==> config.mk <==
export PLATFORM = sky130hd
export DESIGN_NAME = read_wait_gen
export DESIGN_NICKNAME = d
export VERILOG_FILES = /design/src/rtl/read_wait_pkg.sv /design/src/rtl/read_wait_gen_ws_lfsr.sv /design/src/rtl/read_wait_gen.sv
export SDC_FILE = /design/constraint.sdc
export NUM_CORES = 1
export LEC_CHECK = 0
export CORE_MARGIN = 3
export CORE_UTILIZATION = 34
export CTS_CLUSTER_SIZE = 30
export DETAILED_ROUTE_END_ITERATION = 10
export PLACE_DENSITY_LB_ADDON = 0.3
export SLEW_MARGIN = 25
export SYNTH_ARGS = -nofsm -noshare
export SYNTH_HDL_FRONTEND = slang
export SYNTH_SLANG_ARGS = --single-unit
==> constraint.sdc <==
create_clock -name clk -period 1.95 [get_ports clk]
set_input_delay 0.39 -clock clk [delete_from_list [all_inputs] [get_ports clk]]
set_output_delay 0.39 -clock clk [all_outputs]
set_load 0.02 [all_outputs]
==> src/rtl/read_wait_pkg.sv <==
// rtl/read_wait_pkg.sv - shared types and LFSR constants for read_wait_gen
package read_wait_pkg;

    typedef enum logic [1:0] {
        IDLE  = 2'd0,
        WAIT  = 2'd1,
        READY = 2'd2
    } rw_state_t;

    localparam logic [3:0] LFSR_SEED  = 4'b0001;
    localparam int         LFSR_TAP_A = 3;
    localparam int         LFSR_TAP_B = 2;

    function automatic logic [3:0] lfsr_next(input logic [3:0] v);
        return {v[2:0], v[LFSR_TAP_A] ^ v[LFSR_TAP_B]};
    endfunction

endpackage

==> src/rtl/read_wait_gen_ws_lfsr.sv <==
// rtl/read_wait_gen_ws_lfsr.sv - 4-bit wait-count LFSR, advanced once per accepted read
module ws_lfsr
    import read_wait_pkg::*;
(
    input  logic       clk,
    input  logic       reset_n,
    input  logic       adv,
    output logic [3:0] q
);

    logic [3:0] lfsr_q;

    // Shift only when a request is accepted so each read consumes one value
    always_ff @(posedge clk) begin
        if (!reset_n) begin
            lfsr_q <= LFSR_SEED;
        end else if (adv) begin
            lfsr_q <= lfsr_next(lfsr_q);
        end
    end

    assign q = lfsr_q;

endmodule

==> src/rtl/read_wait_gen.sv <==
// rtl/read_wait_gen.sv - read responder inserting programmable wait states; WS_LFSR_EN selects LFSR wait counts
module read_wait_gen
    import read_wait_pkg::*;
#(
    parameter int DATA_W = 8,
    parameter int ADDR_W = 4,
    parameter int WAIT_W = 4
) (
    input  logic              clk,
    input  logic              reset_n,
    input  logic              rd,
    input  logic [ADDR_W-1:0] addr,
    input  logic [WAIT_W-1:0] wait_cfg,
    input  logic              we,
    input  logic [ADDR_W-1:0] waddr,
    input  logic [DATA_W-1:0] wdata,
    output logic              ws,
    output logic [DATA_W-1:0] rdata,
    output logic              rvalid
);

    localparam int DEPTH = 1 << ADDR_W;

    rw_state_t         state_q;
    logic [WAIT_W-1:0] cnt_q;
    logic [ADDR_W-1:0] addr_q;
    logic [DATA_W-1:0] rdata_q;
    logic [DATA_W-1:0] mem_q [DEPTH];

    logic              accept;
    logic [WAIT_W-1:0] wait_n;
    logic [DATA_W-1:0] rdata_d;

    assign accept = (state_q == IDLE) && rd;

`ifdef WS_LFSR_EN
    logic [3:0] lfsr_q;

    if (WAIT_W != 4) begin : g_bad_wait_w
        $error("read_wait_gen: WS_LFSR_EN requires WAIT_W == 4");
    end

    ws_lfsr u_lfsr (
        .clk     (clk),
        .reset_n (reset_n),
        .adv     (accept),
        .q       (lfsr_q)
    );

    assign wait_n = WAIT_W'(lfsr_q);
`else
    assign wait_n = wait_cfg;
`endif

    // In IDLE the live address is used (zero-wait capture), otherwise the latched one
    assign rdata_d = mem_q[(state_q == IDLE) ? addr : addr_q];

    // Request FSM: accept, count down wait cycles, present data, release on rd low
    always_ff @(posedge clk) begin
        if (!reset_n) begin
            state_q <= IDLE;
            cnt_q   <= '0;
            addr_q  <= '0;
            rdata_q <= '0;
        end else begin
            case (state_q)
                IDLE: begin
                    if (rd) begin
                        addr_q <= addr;
                        if (wait_n == '0) begin
                            state_q <= READY;
                            rdata_q <= rdata_d;
                        end else begin
                            state_q <= WAIT;
                            cnt_q   <= wait_n;
                        end
                    end
                end
                WAIT: begin
                    if (!rd) begin
                        state_q <= IDLE;
                    end else if (cnt_q == WAIT_W'(1)) begin
                        state_q <= READY;
                        rdata_q <= rdata_d;
                    end else begin
                        cnt_q <= cnt_q - WAIT_W'(1);
                    end
                end
                READY: begin
                    if (!rd) begin
                        state_q <= IDLE;
                    end
                end
                default: state_q <= IDLE;
            endcase
        end
    end

    // Register-file memory; capture above reads the pre-write contents on a shared edge
    always_ff @(posedge clk) begin
        if (!reset_n) begin
            for (int i = 0; i < DEPTH; i++) begin
                mem_q[i] <= '0;
            end
        end else if (we) begin
            mem_q[waddr] <= wdata;
        end
    end

    assign ws     = (state_q != READY);
    assign rvalid = (state_q == READY);
    assign rdata  = rdata_q;

endmodule

======== Word level (Yosys, flattened, before mapping) ========
Memories as Yosys holds them, arrays and structs flattened.
Cells that the tools add are included.
cells by class
  add/sub/neg operators ................... 1
  multipliers ............................. 0
  div/mod/pow operators ................... 0
  $lt $le $gt $ge ......................... 0
  equal/unequal tests ..................... 12
  shifts and indexed selects .............. 0
  mux-type cells .......................... 24
  bitwise logic cells ..................... 0
  reduce and logical (&&, ||, !) cells .... 8
operators with widths
  kind                   number
  $mux W8                5
  $mux W4                6
  $pmux W8 S2            1
  $ne A2 B2 Y1 const B   7
  $mux W2                5
  $reduce_and A5 Y1      2
  $pmux W4 S2            1
  $reduce_or A8 Y1       1
  $pmux W2 S3            1
  $mux W1                5
  $eq A4 B1 Y1 const B   1
  $logic_not A4 Y1       1
  $sub A4 B1 Y4 const B  1
  $ne A3 B3 Y1 const B   1
  $reduce_and A3 Y1      1
  $eq A2 B1 Y1 const B   1
  $eq A2 B2 Y1 const B   1
  $logic_not A2 Y1       1
  $ne A2 B1 Y1 const B   1
  $reduce_and A2 Y1      1
  $reduce_bool A2 Y1     1
storage, ports and cells
  flip-flop bits (word level) ............. 18
  latch bits .............................. 0
  memory bits (writable) .................. 128
  ROM bits ................................ 0
  bits of input ports ..................... 24
  output and inout port bits .............. 10
  logic and storage cells ................. 50
  memories kept ........................... 1
memories
  memory  words  width  rd ports  clocked after memory_dff  write ports  RTL line             source
  mem_q   16     8      1         0                         16           read_wait_gen.sv:28  logic [DATA_W-1:0] mem_q [DEPTH];

======== Logic depth before layout (Yosys ltp) ========
An unclocked memory read counts as a cell.
  word-level depth ........................ 6
  depth in mapped cells ................... 9
  gate-level depth less buffers ........... 8

======== Worst setup path before layout ========
Ideal clock, no wire load.
  path kind ............................... flip-flop to flip-flop
  from .................................... register state_q[1]
  to ...................................... register rdata_q[2], in the netlist rdata[2]
  library setup time ...................... 0.127 ns
  arrival ................................. 1.840 ns
  required time ........................... 1.823 ns
  slack ................................... -0.017 ns
  cell stages (with the launch flop) ...... 8
  buffers on the path ..................... 2
  clock period less this slack ............ 1.967 ns
  cell sequence ........................... dfxtp_1 -> buf_6 -> nor2_8 -> mux2i_2 -> buf_6 -> mux4_2 -> o2111ai_1 -> nand3_1
on the way
  cells in the longest elaborated chain, start to end .. 6
  elaborated cells between the ends (all ways) .. 15
  those cells by class .................... 5 x eq/ne; 6 x mux; 3 x reduce/logical; 1 x memory
RTL lines
  element                     RTL line                                  source
  start, declared             read_wait_gen.sv:24                       rw_state_t state_q;
  start signal, assigned      read_wait_gen.sv:61                       state_q <= IDLE;
  start signal, assigned      read_wait_gen.sv:71                       state_q <= READY;
  start signal, assigned      read_wait_gen.sv:74                       state_q <= WAIT;
  $logic_not A2 Y1            read_wait_gen.sv:56, read_wait_gen.sv:66
  $mux W4                     read_wait_gen.sv:56                       assign rdata_d = mem_q[(state_q == IDLE) ? addr : addr_q];
  $mem_v2 Z16 W8              n/a
  $mux W8 (on tied branches)  read_wait_gen.sv:82, read_wait_gen.sv:70
  $mux W8 (on tied branches)  read_wait_gen.sv:80, read_wait_gen.sv:68
  $pmux W8 S2                 read_wait_gen.sv:66                       case (state_q)
  end signal, assigned        read_wait_gen.sv:72                       rdata_q <= rdata_d;
  end signal, assigned        read_wait_gen.sv:84                       rdata_q <= rdata_d;
  end, declared               read_wait_gen.sv:27                       logic [DATA_W-1:0] rdata_q;
Parallel ways exist; a longest one is shown, timed or not. The select of a mux whose other input is x is not followed.
A chain may end at the register's enable or synchronous reset.

======== Final worst setup path ========
  from .................................... register state_q[1]
  to ...................................... register rdata_q[7], in the netlist rdata[7]
Same word-level chain as after synthesis.

==> results.ini <==
[setup_path]
end_kind = register
cp_slowest_stage_delay_ns = 0.53
path_class = register to register
reg2reg_slack_ns = -0.05
path_cells = nor2_8 -> mux2i_4 -> buf_12 -> mux4_2 -> nor3b_1 -> a221oi_2 -> nand2_1
critPathSlowestCell = mux4_2
worstPathRequired_ns = 2.26
crit_arrival_ns = 2.31
crit_path_start_kind = register
cp_max_fo = 9

[power_and_ir_drop]
p_per_area_nw_per_um2 = 868
power.share.switching = 0.248
p_seq_frac = 0.454
power.leakage_nw = 3.47
switching_power_mw = 2.00
ir_drop_v = 0.000622
combPwrFrac = 0.130
power.internal_mw = 6.07
p_clk_frac = 0.416

[layout]
utilization = 0.457
num_antenna_cells = 0
area_delta_synth_final_pct = 31.5
stdcell_count = 1021
num-fill-cells = 1856
layout-drive-gt1-share = 0.262
final_nets = 765

[die]
core_area_sq_um = 20400
die_w_microns = 150
initial_core_util = 0.347
ioPinCount = 34
chipHeight_microns = 150
rows = 52
dieArea_sq_um = 22600

[global_route]
grt_start_max_net_pins = 17
antenna_found_initial = 0
grt_pass1_wl_microns = 30500
track_usage = 0.186
grt_pass1_vias = 5292
grt-ovfl-total = 0

[timing]
slew_viol_final = 0
hold_viol = 0
post-route-min-period_ns = 2.00
period_share = 1.03
fin_ws_ns = -0.0503
fin_hold_ws_ns = 0.523
slew_headroom = 0.620
setup_viol = 2
fmax_mhz = 500
max_slew.worst_pin.slew_ns = 0.568
skew_ns = 0.00785
rsz0062_at_grt = yes

[synth]
synth-async-reset-ratio = 0
yosysUniqueCellTypes = 60
syn_area_per_cell_sq_um = 11.8
synth_fp_nets = 627
yosys_warnings = 0
synth_cells = 601
synth_flop_cell = edfxtp_1
yosysSeqAreaShare = 0.594
synth.ff_latch_count = 146
synth_edf_count = 128
syn_area_sq_um = 7070

[run_status]
violations = setup timing
status = complete, but fails checks

[clock_tree]
cts_tree = yes
insertion_delay_ns = 0.42
clkTransAtPathRegs_ns = 0.06
cts_buffer_depth = 2
cts_buffers = 17
cts.sinks = 146
cts.htree.levels = 4
clk_root_buffer_cell = clkbuf_16

[place]
placed_cells = 985
gp_congestion = 0.875
port_buffers = 33
dp_hpwl_microns = 15300

[detailed_routing]
drt_wl_total_microns = 20300
routed_via_density = 5.03
vias = 5140
dr.first_iter.drc_count = 396
drt.antenna.violating_nets = 0
wl_per_cell_microns = 19.9
drc = 0
first_pass_iters = 5

[min_path]
hp-class = register to register

[flow_run]
drv_cap = 0

-- cells in the mapped netlist (2+ instances only) --
library cell | instances | area share
and2_1 | 129 | 0.11
edfxtp_1 | 128 | 0.54
nand2_1 | 73 | 0.039
nor2_1 | 41 | 0.022
o21ai_0 | 19 | 0.013
dfxtp_1 | 18 | 0.051
a21oi_1 | 16 | 0.011
clkbuf_1 | 15 | 0.0080
mux2i_1 | 15 | 0.021
nand3_1 | 13 | 0.0092
a32oi_1 | 12 | 0.015
a22oi_1 | 7 | 0.0074
buf_6 | 7 | 0.011
inv_1 | 7 | 0.0037
mux4_2 | 7 | 0.022
nor3_1 | 7 | 0.0050
a31oi_1 | 6 | 0.0053
nand2b_1 | 6 | 0.0053
a211oi_1 | 5 | 0.0053
buf_2 | 5 | 0.0035
a311oi_1 | 4 | 0.0050
nand3b_1 | 4 | 0.0042
nand4_1 | 4 | 0.0035
nor3b_1 | 4 | 0.0042
buf_4 | 3 | 0.0032
mux2_2 | 3 | 0.0048
or3_1 | 3 | 0.0027
a2111oi_0 | 2 | 0.0025
ha_1 | 2 | 0.0035
mux2i_2 | 2 | 0.0039
o2111ai_1 | 2 | 0.0025
o31ai_1 | 2 | 0.0021
o32ai_1 | 2 | 0.0025
or2_2 | 2 | 0.0018
-- cells in the final DEF (no fill, tap or decap), types with 7 or more instances in the layout --
cell type / n
nand2_1: 72
buf_4: 107
edfxtp_1: 128
o21ai_0: 17
a21oi_1: 16
buf_12: 8
clkdlybuf4s50_1: 31
mux4_2: 7
inv_1: 7
and2_1: 128
nand3_1: 12
clkbuf_16: 17
a32oi_1: 12
nor2_1: 36
dfxtp_1: 16
mux2i_1: 12
-- critical path: cells and delay by family (launching register included) --
kind | cells | cell delay [ns]
flops | 1 | 0.35
compound gates | 1 | 0.18
simple gates | 3 | 0.42
mux | 2 | 0.79
buf+inv | 1 | 0.16
-- sequential cells by signal, summed over array words and instances, names as in the netlist --
name	flops
cnt_q	4
state_q	2
addr_q	4
mem_q	128
rdata	8
-- area by class of cell --
| cell class | count | area [sq um] | share of cell area |
|---|---|---|---|
| clock buffers | 17 | 425 | 0.0457 |
| clock inverters | 14 | 181 | 0.0195 |
| inverters | 8 | 30.0 | 0.00323 |
| multi-input cells | 417 | 2820 | 0.303 |
| flip-flops and latches | 146 | 4210 | 0.452 |
| well taps | 270 | 338 | 0.0363 |
| repair buffers | 149 | 1300 | 0.140 |
-- worst paths after layout --
check                                        startpoint                    end  cells past startpoint
worst max-delay path            state_q[1]$_SDFFE_PN0P_  rdata[7]$_SDFFE_PN0P_                      7
worst min-delay path              rdata[0]$_SDFFE_PN0P_  rdata[0]$_SDFFE_PN0P_                      2
worst max register to register  state_q[1]$_SDFFE_PN0P_  rdata[7]$_SDFFE_PN0P_                      7
worst min register to register    rdata[0]$_SDFFE_PN0P_  rdata[0]$_SDFFE_PN0P_                      2
-- cell families (layout without fill, tap and decap cells) --
kind of cell / Yosys count / count (layout) / synth area share
AO/OA/AOI/OAI: 88 / 88 / 0.0897
adder cells (fa/ha/maj): 2 / 2 / 0.00354
flip-flops: 146 / 146 / 0.594
AND/OR/NAND/NOR: 299 / 299 / 0.226
buffers and inverters: 38 / 188 / 0.0301
multiplexers: 28 / 28 / 0.0559
-- repair_timing --
item | CTS | global route
setup buffers | 2 | 3
endpoints found under the setup margin | 18 | 14
hold buffers | 0 | 0
pin swaps | 3 | 4
resized for setup | 22 | 23
-- per-stage QoR --
step                      cell area (sq um)  TNS (ns)  total power [mW]  setup WS [ns]
after global routing                   9300    -0.427              8.34        -0.0831
after detailed placement               8490    -44.43              4.71         -0.495
after floorplan                        7080         0              4.17         0.0187
after global placement                 8490    -30.72              4.69         -0.571
final                                  9300   -0.0509              8.08        -0.0503
after CTS                              9170    -0.114              8.07        -0.0541
-- layer usage --
| metal | vias to the layer above | global-route usage | wire [microns] |
|---|---|---|---|
| met5 | - | 0 | 0 |
| met1 | 2496 | 0.237 | 8530 |
| met2 | 159 | 0.315 | 10200 |
| li1 | 2455 | - | - |
| met3 | 30 | 0.0382 | 1180 |
| met4 | 0 | 0.0659 | 474 |
-- power groups by stage --
stage / clock network (mW) / registers [mW] / logic (mW)
2_1_floorplan: 0 / 3.69 / 0.483
3_3_place_gp: 0 / 3.72 / 0.972
3_5_place_dp: 0 / 3.72 / 0.982
4_1_cts: 3.40 / 3.66 / 1.01
5_1_grt: 3.54 / 3.68 / 1.13
6_report: 3.36 / 3.66 / 1.05
Power figures use the tool's default switching activity.
